--- src/rtl/clave_pkg.sv ---
// Shared types and defaults for the clave step sequencer.
// The default 3-2 clave pattern has hits on steps 0, 3, 6, 10 and 12.
package clave_pkg;

  typedef enum logic [1:0] {
    S_IDLE  = 2'd0,
    S_RUN   = 2'd1,
    S_PAUSE = 2'd2,
    S_DONE  = 2'd3
  } state_e;

  localparam int DEF_STEPS = 16;
  localparam int DEF_TPS   = 412;
  localparam int DEF_WIDTH = 13;

  localparam logic [15:0] CLAVE_32 = 16'h1449;

  function automatic int bar_period(
    input int steps,
    input int tps
  );
    return steps * tps;
  endfunction

endpackage

--- src/rtl/clave_step_sequencer_if.sv ---
// Control and status bundle between the timebase/judge logic
// and the step sequencer.
interface clave_step_sequencer_if
  import clave_pkg::*;
#(
  parameter int WIDTH = DEF_WIDTH,
  parameter int STEPS = DEF_STEPS,
  parameter int SW    = $clog2(STEPS)
);

  logic             go;
  logic             en;
  logic             pause;
  logic             loop;
  logic [STEPS-1:0] pattern;
  logic [WIDTH-1:0] count;
  logic [SW-1:0]    step;
  logic             hit;
  logic             wrap;
  logic             done;
  logic             busy;

  modport master (
    output go, en, pause, loop, pattern,
    input  count, step, hit, wrap, done, busy
  );

  modport slave (
    input  go, en, pause, loop, pattern,
    output count, step, hit, wrap, done, busy
  );

endinterface

--- src/rtl/step_tick_divider.sv ---
// Sub-step tick counter: runs 0..TICKS_PER_STEP-1 on each advance.
// o_last flags the final tick of the step.
module step_tick_divider #(
  parameter int TICKS_PER_STEP = 412
) (
  input  logic clk,
  input  logic resetn,
  input  logic i_clr,
  input  logic i_adv,
  output logic o_last
);

  localparam int TW = $clog2(TICKS_PER_STEP);
  localparam logic [TW-1:0] SUB_MAX =
    TW'(TICKS_PER_STEP - 1);

  logic [TW-1:0] r_sub;

  assign o_last = (r_sub == SUB_MAX);

  always_ff @(posedge clk or negedge resetn) begin
    if (!resetn) begin
      r_sub <= '0;
    end else if (i_clr) begin
      r_sub <= '0;
    end else if (i_adv) begin
      r_sub <= o_last ? '0 : r_sub + TW'(1);
    end
  end

endmodule

--- src/rtl/clave_step_sequencer.sv ---
// Bar sequencer: counts enabled ticks over STEPS steps and pulses
// hit at the start of each patterned step, with pause/loop/one-shot.
module clave_step_sequencer
  import clave_pkg::*;
#(
  parameter int WIDTH          = DEF_WIDTH,
  parameter int STEPS          = DEF_STEPS,
  parameter int TICKS_PER_STEP = DEF_TPS
) (
  input logic clk,
  input logic resetn,
  clave_step_sequencer_if.slave bus
);

  localparam int SW     = $clog2(STEPS);
  localparam int PERIOD = bar_period(STEPS, TICKS_PER_STEP);
  localparam logic [WIDTH-1:0] CNT_MAX = WIDTH'(PERIOD - 1);
  localparam logic [SW-1:0] LAST_STEP = SW'(STEPS - 1);

  state_e           r_state;
  logic [WIDTH-1:0] r_count;
  logic [SW-1:0]    r_step;
  logic [STEPS-1:0] r_pat;
  logic             r_hit;
  logic             r_wrap;
  logic             r_done;

  logic             w_adv;
  logic             w_last;
  logic             w_end;
  logic [SW-1:0]    w_step_nx;

  assign w_adv = (r_state == S_RUN) && bus.en
              && !bus.pause && !bus.go;
  assign w_end     = w_last && (r_step == LAST_STEP);
  assign w_step_nx = r_step + SW'(1);

  step_tick_divider #(
    .TICKS_PER_STEP(TICKS_PER_STEP)
  ) u_div (
    .clk    (clk),
    .resetn (resetn),
    .i_clr  (bus.go),
    .i_adv  (w_adv),
    .o_last (w_last)
  );

  always_ff @(posedge clk or negedge resetn) begin
    if (!resetn) begin
      r_state <= S_IDLE;
      r_count <= '0;
      r_step  <= '0;
      r_pat   <= '0;
      r_hit   <= 1'b0;
      r_wrap  <= 1'b0;
      r_done  <= 1'b0;
    end else begin
      r_hit  <= 1'b0;
      r_wrap <= 1'b0;
      r_done <= 1'b0;
      if (bus.go) begin
        r_state <= S_RUN;
        r_count <= '0;
        r_step  <= '0;
        r_pat   <= bus.pattern;
        r_hit   <= bus.pattern[0];
      end else begin
        unique case (r_state)
          S_RUN: begin
            if (bus.pause) begin
              r_state <= S_PAUSE;
            end else if (w_adv) begin
              if (w_end && bus.loop) begin
                r_count <= '0;
                r_step  <= '0;
                r_wrap  <= 1'b1;
                r_hit   <= r_pat[0];
              end else if (w_end) begin
                // one-shot: freeze on the final tick
                r_state <= S_DONE;
                r_done  <= 1'b1;
                r_count <= CNT_MAX;
              end else if (w_last) begin
                r_count <= r_count + WIDTH'(1);
                r_step  <= w_step_nx;
                r_hit   <= r_pat[w_step_nx];
              end else begin
                r_count <= r_count + WIDTH'(1);
              end
            end
          end
          S_PAUSE: begin
            if (!bus.pause) r_state <= S_RUN;
          end
          default: ;
        endcase
      end
    end
  end

  assign bus.count = r_count;
  assign bus.step  = r_step;
  assign bus.hit   = r_hit;
  assign bus.wrap  = r_wrap;
  assign bus.done  = r_done;
  assign bus.busy  = (r_state == S_RUN)
                  || (r_state == S_PAUSE);

endmodule
--- src/flat_wrapper.sv ---
// flat-port wrapper written by rule: the top's interface ports become plain ports
module clave_step_sequencer_flat import clave_pkg::*;
#(
  parameter int WIDTH          = DEF_WIDTH,
  parameter int STEPS          = DEF_STEPS,
  parameter int TICKS_PER_STEP = DEF_TPS
)
  (clk, resetn, bus_go, bus_en, bus_pause, bus_loop, bus_pattern, bus_count, bus_step, bus_hit, bus_wrap, bus_done, bus_busy);
  clave_step_sequencer_if #(.WIDTH(WIDTH), .STEPS(STEPS)) bus_i ();
  input logic clk;
  input logic resetn;
  input wire logic [$bits(bus_i.go)-1:0] bus_go;
  input wire logic [$bits(bus_i.en)-1:0] bus_en;
  input wire logic [$bits(bus_i.pause)-1:0] bus_pause;
  input wire logic [$bits(bus_i.loop)-1:0] bus_loop;
  input wire logic [$bits(bus_i.pattern)-1:0] bus_pattern;
  output wire logic [$bits(bus_i.count)-1:0] bus_count;
  output wire logic [$bits(bus_i.step)-1:0] bus_step;
  output wire logic [$bits(bus_i.hit)-1:0] bus_hit;
  output wire logic [$bits(bus_i.wrap)-1:0] bus_wrap;
  output wire logic [$bits(bus_i.done)-1:0] bus_done;
  output wire logic [$bits(bus_i.busy)-1:0] bus_busy;
  assign bus_i.go = bus_go;
  assign bus_i.en = bus_en;
  assign bus_i.pause = bus_pause;
  assign bus_i.loop = bus_loop;
  assign bus_i.pattern = bus_pattern;
  assign bus_count = bus_i.count;
  assign bus_step = bus_i.step;
  assign bus_hit = bus_i.hit;
  assign bus_wrap = bus_i.wrap;
  assign bus_done = bus_i.done;
  assign bus_busy = bus_i.busy;
  clave_step_sequencer #(.WIDTH(WIDTH), .STEPS(STEPS), .TICKS_PER_STEP(TICKS_PER_STEP)) u_core (.clk(clk), .resetn(resetn), .bus(bus_i));
endmodule
--- config.mk ---
export PLATFORM = sky130hd
export DESIGN_NAME = clave_step_sequencer_flat
export DESIGN_NICKNAME = d
export VERILOG_FILES = /design/src/rtl/clave_pkg.sv /design/src/rtl/clave_step_sequencer_if.sv /design/src/rtl/step_tick_divider.sv /design/src/rtl/clave_step_sequencer.sv /design/src/flat_wrapper.sv
export SDC_FILE = /design/constraint.sdc
export NUM_CORES = 1
export LEC_CHECK = 0
export CORE_MARGIN = 1
export CORE_UTILIZATION = 28
export CTS_CLUSTER_SIZE = 20
export DETAILED_ROUTE_END_ITERATION = 8
export HOLD_SLACK_MARGIN = 0.05
export MAX_ROUTING_LAYER = met4
export PLACE_DENSITY = 0.6
export SYNTH_ARGS = -nofsm -noshare
export SYNTH_HDL_FRONTEND = slang
export SYNTH_SLANG_ARGS = --single-unit
--- constraint.sdc ---
create_clock -name clk -period 2.5 [get_ports clk]
set_input_delay 0.25 -clock clk [delete_from_list [all_inputs] [get_ports clk]]
set_output_delay 0.25 -clock clk [all_outputs]
set_load 0.02 [all_outputs]
# Word-level counts from Yosys, hierarchy flattened
# Cells that the tools add are included.
[totals] latch_bits=0 mem_bits_ro=0 ram_bits=0 regBits=47 output_inout_bits=21 n_memories=0
[op_classes] magnitude_cmp=1 div=0 bitwise=0 n_addsub=3 eq_ne=10 reduce_logical=15 shifts=0 n_mul=0 n_mux=43
[op_table] op="two-way mux 13 bit" count=6
[op_table] op="two-way mux 4 bit" count=7
[op_table] op="two-way mux 9 bit" count=3
[op_table] op="two-way mux 1 bit" count=19
[op_table] op="adder 13 x 1 -> 13 bit, second input constant" count=1
[op_table] op="two-way mux 2 bit" count=6
[op_table] op="AND reduction 5 bit" count=2
[op_table] op="adder 9 x 1 -> 9 bit, second input constant" count=1
[op_table] op="== test 9 bit, second input constant" count=1
[op_table] op="!= test 4 bit, second input constant" count=2
[op_table] op="!= test 3 bit, second input constant" count=2
[op_table] op="nonzero test 3 bit" count=2
[op_table] op="logical AND 1 bit" count=5
[op_table] op="less-than comparator 4 x 5 -> 1 bit, second input constant" count=1
[op_table] op="adder 4 x 1 -> 4 bit, second input constant" count=1
[op_table] op="binary-select mux 1 bit (select 4 bit)" count=1
[op_table] op="== test 4 bit, second input constant" count=1
[op_table] op="!= test 4 x 3 -> 1 bit, second input constant" count=1
[op_table] op="case mux 2 bit (2 select lines)" count=1
[op_table] op="nonzero test 2 bit" count=2
[op_table] op="AND reduction 3 bit" count=1
[op_table] op="== test 2 x 1 -> 1 bit, second input constant" count=1
[op_table] op="== test 2 bit, second input constant" count=1
[op_table] op="logical NOT 1 bit" count=2
[op_table] op="2 further kinds" count=2

# Longest topological paths before layout
[depth] depth_word=10 ltp_mapped=9 mapped_depth_nobuf=8

# Cells and area by module
# Synthesis repeated with hierarchy kept, for this count alone.
[hier_totals] hier_cells=227 area_unflattened_um2=2414.8
[by_module_without_submodules] mod="clave_step_sequencer" area_each_um2=1944.4 instances=1 cells_each=178
[by_module_without_submodules] mod="step_tick_divider" area_each_um2=470.5 instances=1 cells_each=49

# Worst setup path after synthesis
# OpenSTA, ideal clock, no wires.
[synth_path] path_type="reg2reg" start="register u_core.r_state[1]" end="register u_core.r_state[1]" period_less_slack_ps=1922 setup_slack_ps=578 path_buffers=1 arrival_ps=1821 stages_incl_launch_ff=10 cell_sequence="dfrtp_1 -> inv_1 -> ha_1 -> and3b_1 -> buf_6 -> nand3_4 -> or4_4 -> clkinv_2 -> nor3_1 -> nor4_1"
[synth_via] elab_chain_len=6 elab_cells_between_ends=13
[synth_lines] element="start, declared" line="clave_step_sequencer.sv:20" source="state_e r_state;"
[synth_lines] element="start signal, assigned" line="clave_step_sequencer.sv:50" source="r_state <= S_IDLE;"
[synth_lines] element="start signal, assigned" line="clave_step_sequencer.sv:62" source="r_state <= S_RUN;"
[synth_lines] element="start signal, assigned" line="clave_step_sequencer.sv:71" source="r_state <= S_PAUSE;"
[synth_lines] element="== test 2 x 1 -> 1 bit" line="clave_step_sequencer.sv:33, clave_step_sequencer.sv:68"
[synth_lines] element="logical AND 1 bit" line="clave_step_sequencer.sv:33" source="assign w_adv = (r_state == S_RUN) && bus.en"
[synth_lines] element="logical AND 1 bit (2 in series)" line="clave_step_sequencer.sv:34" source="&& !bus.pause && !bus.go;"
[synth_lines] element="!= test 4 bit (no source line)"
[synth_lines] element="AND reduction 5 bit (no source line)"
# Several ways; a longest one is shown, not always the timed one.
# A chain may end at the register's enable or synchronous reset.

# Final worst setup path
[layout_path] start="register u_core.r_state[1]" end="register u_core.u_div.r_sub[7]"
[layout_via] elab_chain_len=5
[layout_lines] element="== test 2 x 1 -> 1 bit" line="clave_step_sequencer.sv:33"
[layout_lines] element="logical AND 1 bit" line="clave_step_sequencer.sv:33"
[layout_lines] element="logical AND 1 bit (2 in series)" line="clave_step_sequencer.sv:34"
[layout_lines] element="nonzero test 2 bit (no source line)"
[layout_lines] element="end signal, assigned" line="step_tick_divider.sv:27" source="r_sub <= o_last ? '0 : r_sub + TW'(1);"
[layout_lines] element="end, declared" line="step_tick_divider.sv:17" source="logic [TW-1:0] r_sub;"
# No other way between the ends.

==> impl_metrics.sql <==
INSERT INTO impl_metrics (metric_group, metric, value, unit) VALUES
('floorplan', 'rows', '34', ''),
('yosys', 'synth_async_sr_flop_share', '1.000', ''),
('detailed_routing', 'detail_route.iter0.violations', '100', ''),
('yosys', 'ys_ff_latch', '47', ''),
('yosys', 'post_synthesis_share_of_cell_area_spent_on_full_adders_half_adders_and_majority_gates', '0.02480', ''),
('grt', 'antenna_found_initial', '0', ''),
('setup_path', 'cp_slowest_stage_delay', '0.42', 'ns'),
('detailed_routing', 'post_drt_via_cell_ratio', '5.095', ''),
('yosys', 'synth-xor-area-share', '0.02778', ''),
('min_path', 'min_path_type', 'in2async', ''),
('place', 'finalWeightedCongestion', '0.7854', ''),
('timing', 'grt_setup_unrepaired', 'false', ''),
('setup_path', 'worstPathCellList', 'inv_1 -> ha_1 -> and3b_1 -> buf_4 -> o2111ai_1 -> or3_1 -> a21oi_1', ''),
('grt', 'grt_max_degree', '48', ''),
('yosys', 'synth_fp_nets', '274', ''),
('clock_tree', 'setup_buffers_after_cts', '0', ''),
('clock_tree', 'cts_inserted_buffers', '5', ''),
('yosys', 'ys.warnings.count', '0', ''),
('yosys', 'synth_simple_gate_area_frac', '0.2049', ''),
('floorplan', 'floorplan.initialDensity', '0.2892', ''),
('yosys', 'synth_area_per_cell', '10.21', 'um2'),
('setup_path', 'crit_path_start_kind', 'flop', ''),
('clock_tree', 'cts_sinks', '47', ''),
('timing', 'fin_setup_tns', '0', 'ns'),
('setup_path', 'endpoint_arrival_time_on_the_critical_path', '2.30', 'ns'),
('layout', 'area.growth.synth_to_final', '27.48', '%'),
('clock_tree', 'cts.repair.resized', '0', ''),
('clock_tree', 'clk_latency', '0.29', 'ns'),
('timing', 'skew', '0.008969', 'ns'),
('detailed_routing', 'via_count', '2048', ''),
('pwr', 'ir_drop', '0.3425', 'mV'),
('layout', 'net_count_reported_at_finish', '320', ''),
('detailed_routing', 'average_routed_wire_per_standard_cell', '14.39', 'um'),
('layout', 'antenna_cells', '0', ''),
('setup_path', 'slowest_stage', 'sky130_fd_sc_hd__dfrtp_1', ''),
('yosys', 'ys_dominant_reg_cell', 'sky130_fd_sc_hd__dfrtp_1', ''),
('layout', 'layout_commonest_cell', 'sky130_fd_sc_hd__dfrtp_1', ''),
('yosys', 'ys_seq_area_frac', '0.4663', ''),
('place', 'placed_cells_incl_taps', '394', ''),
('detailed_routing', 'detailedRoute.firstPassIterationCount', '4', ''),
('grt', 'first_global_vias', '2111', ''),
('detailed_routing', 'final_antenna_net_count', '0', ''),
('setup_path', 'worst-r2r-cell-count', '7', ''),
('yosys', 'synth_top_family_by_area', 'simple AND/OR/NAND/NOR gates', ''),
('place', 'post_dp_cell_area', '0.003083', 'mm2'),
('place', 'port_buffers', '42', ''),
('clock_tree', 'cts_tree', 'built', ''),
('pwr', 'power_leakage', '1.270', 'nW'),
('layout', 'multi_input_area', '0.001269', 'mm2'),
('yosys', 'synth-compound-area-share', '0.1305', ''),
('layout', 'final_cell_mix', '47 x sky130_fd_sc_hd__dfrtp_1, 41 x sky130_fd_sc_hd__clkdlybuf4s50_1, 22 x sky130_fd_sc_hd__nand2_1, 22 x sky130_fd_sc_hd__a21oi_1, 20 x sky130_fd_sc_hd__o21ai_0', ''),
('clock_tree', 'cts.root.buffer_cell', 'sky130_fd_sc_hd__clkbuf_8', ''),
('status', 'outcome', 'finished, final reports clean', ''),
('floorplan', 'die_h', '96.92', 'um'),
('layout', 'stdcell_area', '0.003216', 'mm2'),
('grt', 'global_route_wire_length_before_repair', '10210', 'um'),
('yosys', 'muxShareOfSynthArea', '0.1151', ''),
('floorplan', 'design.portCount', '43', ''),
('layout', 'register_area', '0.001176', 'mm2'),
('layout', 'fill_cell_count', '877', ''),
('timing', 'relSlewSlack', '0.5991', ''),
('grt', 'globalRouteTotalUtil', '0.1355', ''),
('place', 'hpwlAfterDp', '3982', 'um'),
('setup_path', 'worst-endpoint-required', '2.72', 'ns'),
('floorplan', 'horizontal_die_dimension', '96.92', 'um'),
('detailed_routing', 'drcViolationCount', '0', ''),
('timing', 'setup_viol', '0', ''),
('clock_tree', 'cts.clk_slew.worst_paths', '0.09', 'ns'),
('yosys', 'synth_area', '0.002522', 'mm2'),
('timing', 'hold_viol_final', '0', ''),
('yosys', 'synth_cells', '247', '');
## layout make-up
class / instances / share of cell area
multi-input cells: 183 / 0.3946
flip-flops and latches: 47 / 0.3658
repair buffers: 51 / 0.1502
clock inverters: 2 / 0.01868
well taps: 108 / 0.04202
inverters: 5 / 0.006226
clock buffers: 6 / 0.02257
## worst paths after layout
kind                                                    start  slack, ns                           endpoint
worst max-delay path            u_core.r_state[1]$_DFFE_PN0P_       0.42  u_core.u_div.r_sub[7]$_DFFE_PN0P_
worst min-delay path                                   resetn       0.03    u_core.bus.count[9]$_DFFE_PN0P_
worst max register to register  u_core.r_state[1]$_DFFE_PN0P_       0.42  u_core.u_div.r_sub[7]$_DFFE_PN0P_
worst min register to register    u_core.r_pat[6]$_DFFE_PN0P_       0.51        u_core.r_pat[6]$_DFFE_PN0P_
max in group asynchronous                              resetn       2.04      u_core.r_state[0]$_DFFE_PN0P_
min in group clk                  u_core.r_pat[6]$_DFFE_PN0P_       0.51        u_core.r_pat[6]$_DFFE_PN0P_
## cell usage after synthesis (2+ instances only)
cell type	number	share of area
sky130_fd_sc_hd__dfrtp_1	47	0.47
sky130_fd_sc_hd__a21oi_1	22	0.044
sky130_fd_sc_hd__nand2_1	22	0.033
sky130_fd_sc_hd__o21ai_0	20	0.040
sky130_fd_sc_hd__mux2_2	16	0.071
sky130_fd_sc_hd__nor2_1	15	0.022
sky130_fd_sc_hd__nand3_1	9	0.018
sky130_fd_sc_hd__nor3_1	7	0.014
sky130_fd_sc_hd__xor2_1	7	0.024
sky130_fd_sc_hd__clkbuf_1	6	0.0089
sky130_fd_sc_hd__or3_1	6	0.015
sky130_fd_sc_hd__ha_1	5	0.025
sky130_fd_sc_hd__or4_1	5	0.015
sky130_fd_sc_hd__and3_1	4	0.0099
sky130_fd_sc_hd__buf_2	4	0.0079
sky130_fd_sc_hd__inv_1	4	0.0060
sky130_fd_sc_hd__mux4_2	4	0.036
sky130_fd_sc_hd__a31oi_1	3	0.0074
sky130_fd_sc_hd__nand4_1	3	0.0074
sky130_fd_sc_hd__nor3b_1	3	0.0089
sky130_fd_sc_hd__and4_1	2	0.0069
sky130_fd_sc_hd__mux2i_1	2	0.0079
sky130_fd_sc_hd__nor4_1	2	0.0050
sky130_fd_sc_hd__nor4b_1	2	0.0069
sky130_fd_sc_hd__o211ai_1	2	0.0060
## critical path: cells and delay by family, from the launching register on
kind	cells	cell delay, ns
compound gates	2	0.38
simple gates	2	0.64
buf+inv	2	0.31
fa+ha+maj	1	0.27
flops	1	0.42
## per-layer routing
layer	part of all wire	track usage	vias to the layer above
met2	0.47	0.2107	34
met4	0.0052	0.03444	0
li1	-	-	1012
met3	0.028	0.02312	2
met5	0	-	-
met1	0.50	0.1839	1000
## where the power goes
group	leakage, nW	internal (W)	switching (W)
Combinational	0.591	0.000142	0.000143
Clock	0.0654	0.000400	0.000256
Sequential	0.614	0.000803	0.0000338
## logic make-up after synthesis
kind of cell    after synthesis
buf+inv                      17
mux                          22
fa+ha+maj                     5
flops                        47
simple gates                 91
compound gates               57
xor+xnor                      8
## through the flow
| step | setup slack (ns) | hold slack (ns) | total power [W] |
|---|---|---|---|
| after floorplan | 0.5777 | -0.04559 | 0.001017 |
| after global placement | 0.4156 | 0.3880 | 0.001130 |
| after detailed placement | 0.3559 | 0.3941 | 0.001137 |
| after CTS | 0.4096 | 0.07091 | 0.001801 |
| after global routing | 0.2145 | 0.08462 | 0.001867 |
| final | 0.4206 | 0.03093 | 0.001776 |
## registers in the layout, indices dropped and copies added (netlist names)
signal              count
u_core.bus.step         4
u_core.bus.hit          1
u_core.r_pat           16
u_core.u_div.r_sub      9
u_core.bus.done         1
u_core.r_state          2
u_core.bus.count       13
u_core.bus.wrap         1
Note: power is estimated with default switching activity, not from simulation.
